==> src/rtl/axi_rd_arbiter.sv <==
// Round-robin, burst-atomic arbiter sharing one AXI4 read channel between two
// read masters (0 = instruction fetch, 1 = data load), with a burst-length check.
module axi_rd_arbiter #(
    parameter int ADDR_W = 28,
    parameter int DATA_W = 128,
    parameter int ID_W   = 4
) (
    input  logic              clk,
    input  logic              rst,

    input  logic [ID_W-1:0]   m0_arid,
    input  logic [ADDR_W-1:0] m0_araddr,
    input  logic [7:0]        m0_arlen,
    input  logic [2:0]        m0_arsize,
    input  logic [1:0]        m0_arburst,
    input  logic              m0_arvalid,
    output logic              m0_arready,
    output logic [DATA_W-1:0] m0_rdata,
    output logic [ID_W-1:0]   m0_rid,
    output logic [1:0]        m0_rresp,
    output logic              m0_rlast,
    output logic              m0_rvalid,
    input  logic              m0_rready,

    input  logic [ID_W-1:0]   m1_arid,
    input  logic [ADDR_W-1:0] m1_araddr,
    input  logic [7:0]        m1_arlen,
    input  logic [2:0]        m1_arsize,
    input  logic [1:0]        m1_arburst,
    input  logic              m1_arvalid,
    output logic              m1_arready,
    output logic [DATA_W-1:0] m1_rdata,
    output logic [ID_W-1:0]   m1_rid,
    output logic [1:0]        m1_rresp,
    output logic              m1_rlast,
    output logic              m1_rvalid,
    input  logic              m1_rready,

    output logic [ID_W-1:0]   s_axi_arid,
    output logic [ADDR_W-1:0] s_axi_araddr,
    output logic [7:0]        s_axi_arlen,
    output logic [2:0]        s_axi_arsize,
    output logic [1:0]        s_axi_arburst,
    output logic              s_axi_arvalid,
    input  logic              s_axi_arready,
    input  logic [ID_W-1:0]   s_axi_rid,
    input  logic [DATA_W-1:0] s_axi_rdata,
    input  logic [1:0]        s_axi_rresp,
    input  logic              s_axi_rlast,
    input  logic              s_axi_rvalid,
    output logic              s_axi_rready,

    output logic              owner,
    output logic              busy,
    output logic              len_err
);

    typedef enum logic [1:0] {IDLE, ADDR, DATA} state_t;

    state_t              state_q;
    logic                owner_q;
    logic                last_grant_q;
    logic                len_err_q;
    logic                arvalid_q;
    logic [7:0]          beat_cnt_q;
    logic [ID_W-1:0]     arid_q;
    logic [ADDR_W-1:0]   araddr_q;
    logic [7:0]          arlen_q;
    logic [2:0]          arsize_q;
    logic [1:0]          arburst_q;

    logic                gnt_valid;
    logic                gnt_port;
    logic                in_data;
    logic                r_hs;
    logic [ID_W-1:0]     arid_d;
    logic [ADDR_W-1:0]   araddr_d;
    logic [7:0]          arlen_d;
    logic [2:0]          arsize_d;
    logic [1:0]          arburst_d;

    // A lone requester wins; on a tie the port not granted last time wins.
    assign gnt_valid = (state_q == IDLE) && !rst && (m0_arvalid || m1_arvalid);
    assign gnt_port  = (m0_arvalid && m1_arvalid) ? ~last_grant_q : m1_arvalid;

    assign m0_arready = gnt_valid && !gnt_port;
    assign m1_arready = gnt_valid &&  gnt_port;

    assign arid_d    = gnt_port ? m1_arid    : m0_arid;
    assign araddr_d  = gnt_port ? m1_araddr  : m0_araddr;
    assign arlen_d   = gnt_port ? m1_arlen   : m0_arlen;
    assign arsize_d  = gnt_port ? m1_arsize  : m0_arsize;
    assign arburst_d = gnt_port ? m1_arburst : m0_arburst;

    // R channel is a pure pass-through gated to the owner; outside DATA stray
    // slave beats are held off with rready low rather than dropped.
    assign in_data      = (state_q == DATA);
    assign s_axi_rready = in_data && (owner_q ? m1_rready : m0_rready);
    assign m0_rvalid    = in_data && !owner_q && s_axi_rvalid;
    assign m1_rvalid    = in_data &&  owner_q && s_axi_rvalid;
    assign r_hs         = s_axi_rvalid && s_axi_rready;

    assign m0_rdata = s_axi_rdata;
    assign m0_rid   = s_axi_rid;
    assign m0_rresp = s_axi_rresp;
    assign m0_rlast = s_axi_rlast;
    assign m1_rdata = s_axi_rdata;
    assign m1_rid   = s_axi_rid;
    assign m1_rresp = s_axi_rresp;
    assign m1_rlast = s_axi_rlast;

    assign s_axi_arid    = arid_q;
    assign s_axi_araddr  = araddr_q;
    assign s_axi_arlen   = arlen_q;
    assign s_axi_arsize  = arsize_q;
    assign s_axi_arburst = arburst_q;
    assign s_axi_arvalid = arvalid_q;

    assign owner   = owner_q;
    assign busy    = (state_q != IDLE);
    assign len_err = len_err_q;

    always_ff @(posedge clk or posedge rst) begin
        if (rst) begin
            state_q      <= IDLE;
            owner_q      <= 1'b0;
            last_grant_q <= 1'b1;
            len_err_q    <= 1'b0;
            arvalid_q    <= 1'b0;
            beat_cnt_q   <= 8'd0;
            // NOTE: the AR field registers are reset too, so the slave never sees stale fields after reset.
            arid_q       <= '0;
            araddr_q     <= '0;
            arlen_q      <= 8'd0;
            arsize_q     <= 3'd0;
            arburst_q    <= 2'd0;
        end else begin
            // NOTE: non-blocking assignments make every register update from pre-edge values.
            case (state_q)
                IDLE: begin
                    if (gnt_valid) begin
                        arid_q       <= arid_d;
                        araddr_q     <= araddr_d;
                        arlen_q      <= arlen_d;
                        arsize_q     <= arsize_d;
                        arburst_q    <= arburst_d;
                        owner_q      <= gnt_port;
                        last_grant_q <= gnt_port;
                        beat_cnt_q   <= 8'd0;
                        arvalid_q    <= 1'b1;
                        state_q      <= ADDR;
                    end
                end
                ADDR: begin
                    if (s_axi_arready) begin
                        arvalid_q <= 1'b0;
                        state_q   <= DATA;
                    end
                end
                DATA: begin
                    if (r_hs) begin
                        beat_cnt_q <= beat_cnt_q + 8'd1;
                        if (s_axi_rlast) begin
                            state_q <= IDLE;
                            if (beat_cnt_q != arlen_q) len_err_q <= 1'b1;
                        end else if (beat_cnt_q == arlen_q) begin
                            // Final expected beat arrived without rlast: flag it, keep forwarding.
                            len_err_q <= 1'b1;
                        end
                    end
                end
                default: state_q <= IDLE;
            endcase
        end
    end

endmodule
==> config.mk <==
export PLATFORM = sky130hd
export DESIGN_NAME = axi_rd_arbiter
export DESIGN_NICKNAME = d
export VERILOG_FILES = /design/src/rtl/axi_rd_arbiter.sv
export SDC_FILE = /design/constraint.sdc
export NUM_CORES = 1
export LEC_CHECK = 0
export BUFFER_PORTS_ARGS = -buffer_cell sky130_fd_sc_hd__buf_2
export CAP_MARGIN = 20
export CORE_AREA = 3 3 217 219
export CTS_CLUSTER_SIZE = 28
export DETAILED_ROUTE_END_ITERATION = 6
export DIE_AREA = 0 0 220 222
export PLACE_DENSITY = 0.38
export SLEW_MARGIN = 25
export SYNTH_ARGS = -nofsm -noshare
export SYNTH_HDL_FRONTEND = slang
export SYNTH_SLANG_ARGS = --single-unit
export TNS_END_PERCENT = 5
==> constraint.sdc <==
create_clock -name clk -period 2.14 [get_ports clk]
set_clock_uncertainty 0.15 [all_clocks]
set_input_delay 0.535 -clock clk [delete_from_list [all_inputs] [get_ports clk]]
set_output_delay 0.535 -clock clk [all_outputs]
set_load 0.03 [all_outputs]
==> metrics <==
status complete, no violations; ys async rst share 100%; CP peak stage delay about 0.41 ns; hold_sp m0_araddr[10]; Total GRT Usage 7.97%; number of buffers created by CTS 9; static leakage around 2.4 nW; cell taking the most area after synthesis buf_4; Startpoint Class flip-flop; Fin. Hold Viols 0; largest net degree at the start of global routing 51; share of post-route cells with drive strength above 1 48.9%; R2R Path End s_axi_arburst[0]$_DFFE_PP0P_; routed len/inst 19.9 um; fin crit share 97.8%; Worst-Skew Late Latency 0.34 ns; post-synthesis cell count about 510; Max Slew Vio Count 0; Critical Path Sink Type output pin; Slowest-stage cell, CP dfrtp_1; CP cell instances nor3_4, and3_4, buf_4; ys flop type dfrtp_1; H-tree depth 3; Area Overhead vs Synth -1.78%; die area between 40,000 and 50,000 um2; max cap viols 0; die height approximately 220 um; Final HPWL DP 16,500 um; Min Clock Period, post-route 2.09 ns; Min-Delay Path Class in2reg; clk slew on worst S/H paths approximately 0.05 ns; RSZ-0062 raised after global routing true; Mean Syn Cell Area about 9.6 um2; antenna violations before repair 0; Synth Register Bits between 50 and 60; Worst R2R Path Depth 6; Synth warnings 0; drt initial violations 80; Top Ports between 500 and 600; Worst-Margin Slew about 0.53 ns; PortBufs around 150; Yosys cell types between 40 and 50; Worst IR Drop VDD approximately 0.00055 V; Via Count roughly 3,000; area of the core 45,300 um2; Synth Net Count between 700 and 800; die width roughly 220 um; Crit path arrival time approximately 1.4 ns; Worst Path Required ~1.5 ns; crit path buf inv count 1; Setup CP Type reg2out; TritonRoute pass-1 iters 4; sink of the worst hold path s_axi_araddr[10]$_DFFE_PP0P_; Root Buffer clkbuf_16; fin nets roughly 640; R2R Setup Slk ~0.23 ns; Mapped Area 4850 um2; # rows between 70 and 80; final WL roughly 20,000 um; Post-synth EDFFs 0; number of inserted diodes 0; Cells after DPL roughly 1,000; Fin Setup TNS 0 ns; Starting Density between 10% and 20%; vias per cell 3.00; reg2reg start state_q[1]$_DFFE_PP0P_; clock sinks 59; Hold Path Cell Cnt 2; Worst path top cell family by delay simple AND/OR/NAND/NOR gates; relative slew slack 64.2%; post-route ant nets 0; CTS tree yes; DRC 0; maximum fanout along the worst path 3; vias in the first global route ~3,400; CTS max path bufs 2; global-route wire length before repair 27,000 um; grt ovf 0; Cell Count, Final, Fillers Out 1,007; max frequency roughly 480 MHz; Yosys top cell area share a little over two fifths; register area share after synthesis between 30% and 40%; final setup vio count 0; top cells by area, synth buf_4, dfrtp_1, a22o_1; PD cells between 1000 and 1500 nW/um2; GPL Wtd Cong approximately 0.7
## metrics by stage
| stage | power (W) | util (%) | worst slack (ns) | area (um2) | hold slack, ns |
|---|---|---|---|---|---|
| floorplan | 0.00502 | - | 0.000315 | 4850 | 0.344 |
| global placement | 0.00525 | 9.71 | 0.0867 | 4400 | 0.310 |
| detailed placement | 0.00526 | 9.71 | 0.0759 | 4400 | 0.316 |
| CTS | 0.00686 | 10.5 | -0.0148 | 4740 | 0.208 |
| global route | 0.00719 | 10.5 | -0.0132 | 4760 | 0.220 |
| finish | 0.00669 | 10.5 | 0.0481 | 4760 | 0.242 |
## what timing repair did
| action | CTS | global route |
|---|---|---|
| hold buffers | 1 | 0 |
| resized for setup | 10 | 3 |
| hold endpoints to repair | 9 | 0 |
| pin swaps | 2 | 1 |
| setup buffers | 1 | 2 |
| setup endpoints to repair | 5 | 6 |
## worst register-to-register path: cells and delay by family (launching register included)
family	cells	cell delay (ns)
buffers and inverters	2	0.40
AND/OR/NAND/NOR	1	0.24
flip-flops	1	0.41
AO/OA/AOI/OAI	3	0.60
## logic make-up (layout without fill, tap and decap cells)
group / count (synthesis) / in the layout / synth area share (%)
XOR/XNOR: 11 / 11 / 1.99
AND/OR/NAND/NOR: 36 / 36 / 4.75
flip-flops: 59 / 59 / 30.5
AO/OA/AOI/OAI: 108 / 108 / 18.2
multiplexers: 3 / 3 / 0.722
adder cells (fa/ha/maj): 1 / 1 / 0.258
buffers and inverters: 287 / 189 / 43.6
## cell type report
class,count,area (um2)
fill,5280,40500
clock inverter,3,40.0
clock buffer,13,250
multi-input combinational,159,1290
sequential,59,1480
timing repair buffer,171,946
inverter,2,7.51
tap,600,751
## layout by cell type (no fill, tap or decap), drive strengths merged, types with 2 or more instances in the layout
cell,Yosys,layout
buf,283,169
dfrtp,58,58
a22o,49,49
a21o,47,47
clkbuf,2,14
xor2,10,10
nand2,8,8
nor2,4,4
nand3b,3,3
and3,3,3
or2,3,3
o21ai,3,3
o211ai,2,2
nor4,2,2
nor3b,2,2
nand4b,2,2
clkinv,0,2
mux2i,2,2
nand2b,2,2
inv,2,2
## cell usage after synthesis (3+ instances only)
| master | count |
|---|---|
| a21o_1 | 47 |
| dfrtp_1 | 58 |
| a22o_1 | 49 |
| buf_4 | 270 |
| nand2_1 | 8 |
| xor2_1 | 10 |
| nor2_1 | 4 |
| nand3b_1 | 3 |
| buf_2 | 12 |
## where the power goes
| group | leakage (nW) | internal (W) | switching [W] |
|---|---|---|---|
| sequential | 0.730 | 0.00162 | 0.000416 |
| clock | 0.144 | 0.000929 | 0.000528 |
| combinational | 1.49 | 0.00130 | 0.00191 |
## flip-flops by register name, summed over array words and instances (netlist names)
signal         count
s_axi_arlen        8
state_q            2
s_axi_arsize       3
s_axi_araddr      28
len_err            1
s_axi_arid         4
beat_cnt_q         8
owner              1
last_grant_q       1
s_axi_arvalid      1
s_axi_arburst      2
## worst max path at each step
| stage | slack (ns) | depth (start not counted) | start | to |
|---|---|---|---|---|
| global placement | 0.09 | 5 | rst | m0_arready |
| detailed placement | 0.08 | 5 | rst | m0_arready |
| global route | -0.01 | 4 | state_q[0]$_DFFE_PP0P_ | m0_arready |
| floorplan | 0.0003 | 1 | rst | beat_cnt_q[0]$_DFFE_PP0P_ |
| CTS | -0.01 | 4 | state_q[1]$_DFFE_PP0P_ | m0_arready |
| finish | 0.05 | 3 | state_q[1]$_DFFE_PP0P_ | m1_arready |
## layer usage
layer  vias to the layer above  GRT usage (%)  share of wire (%)
met5                         -              0                  0
met4                         0           6.13                7.0
met3                       100           6.37                 19
met2                       340           12.4                 45
met1                      1346           6.69                 29
li1                       1231              -                  -
(Power assumes the default switching activity.)
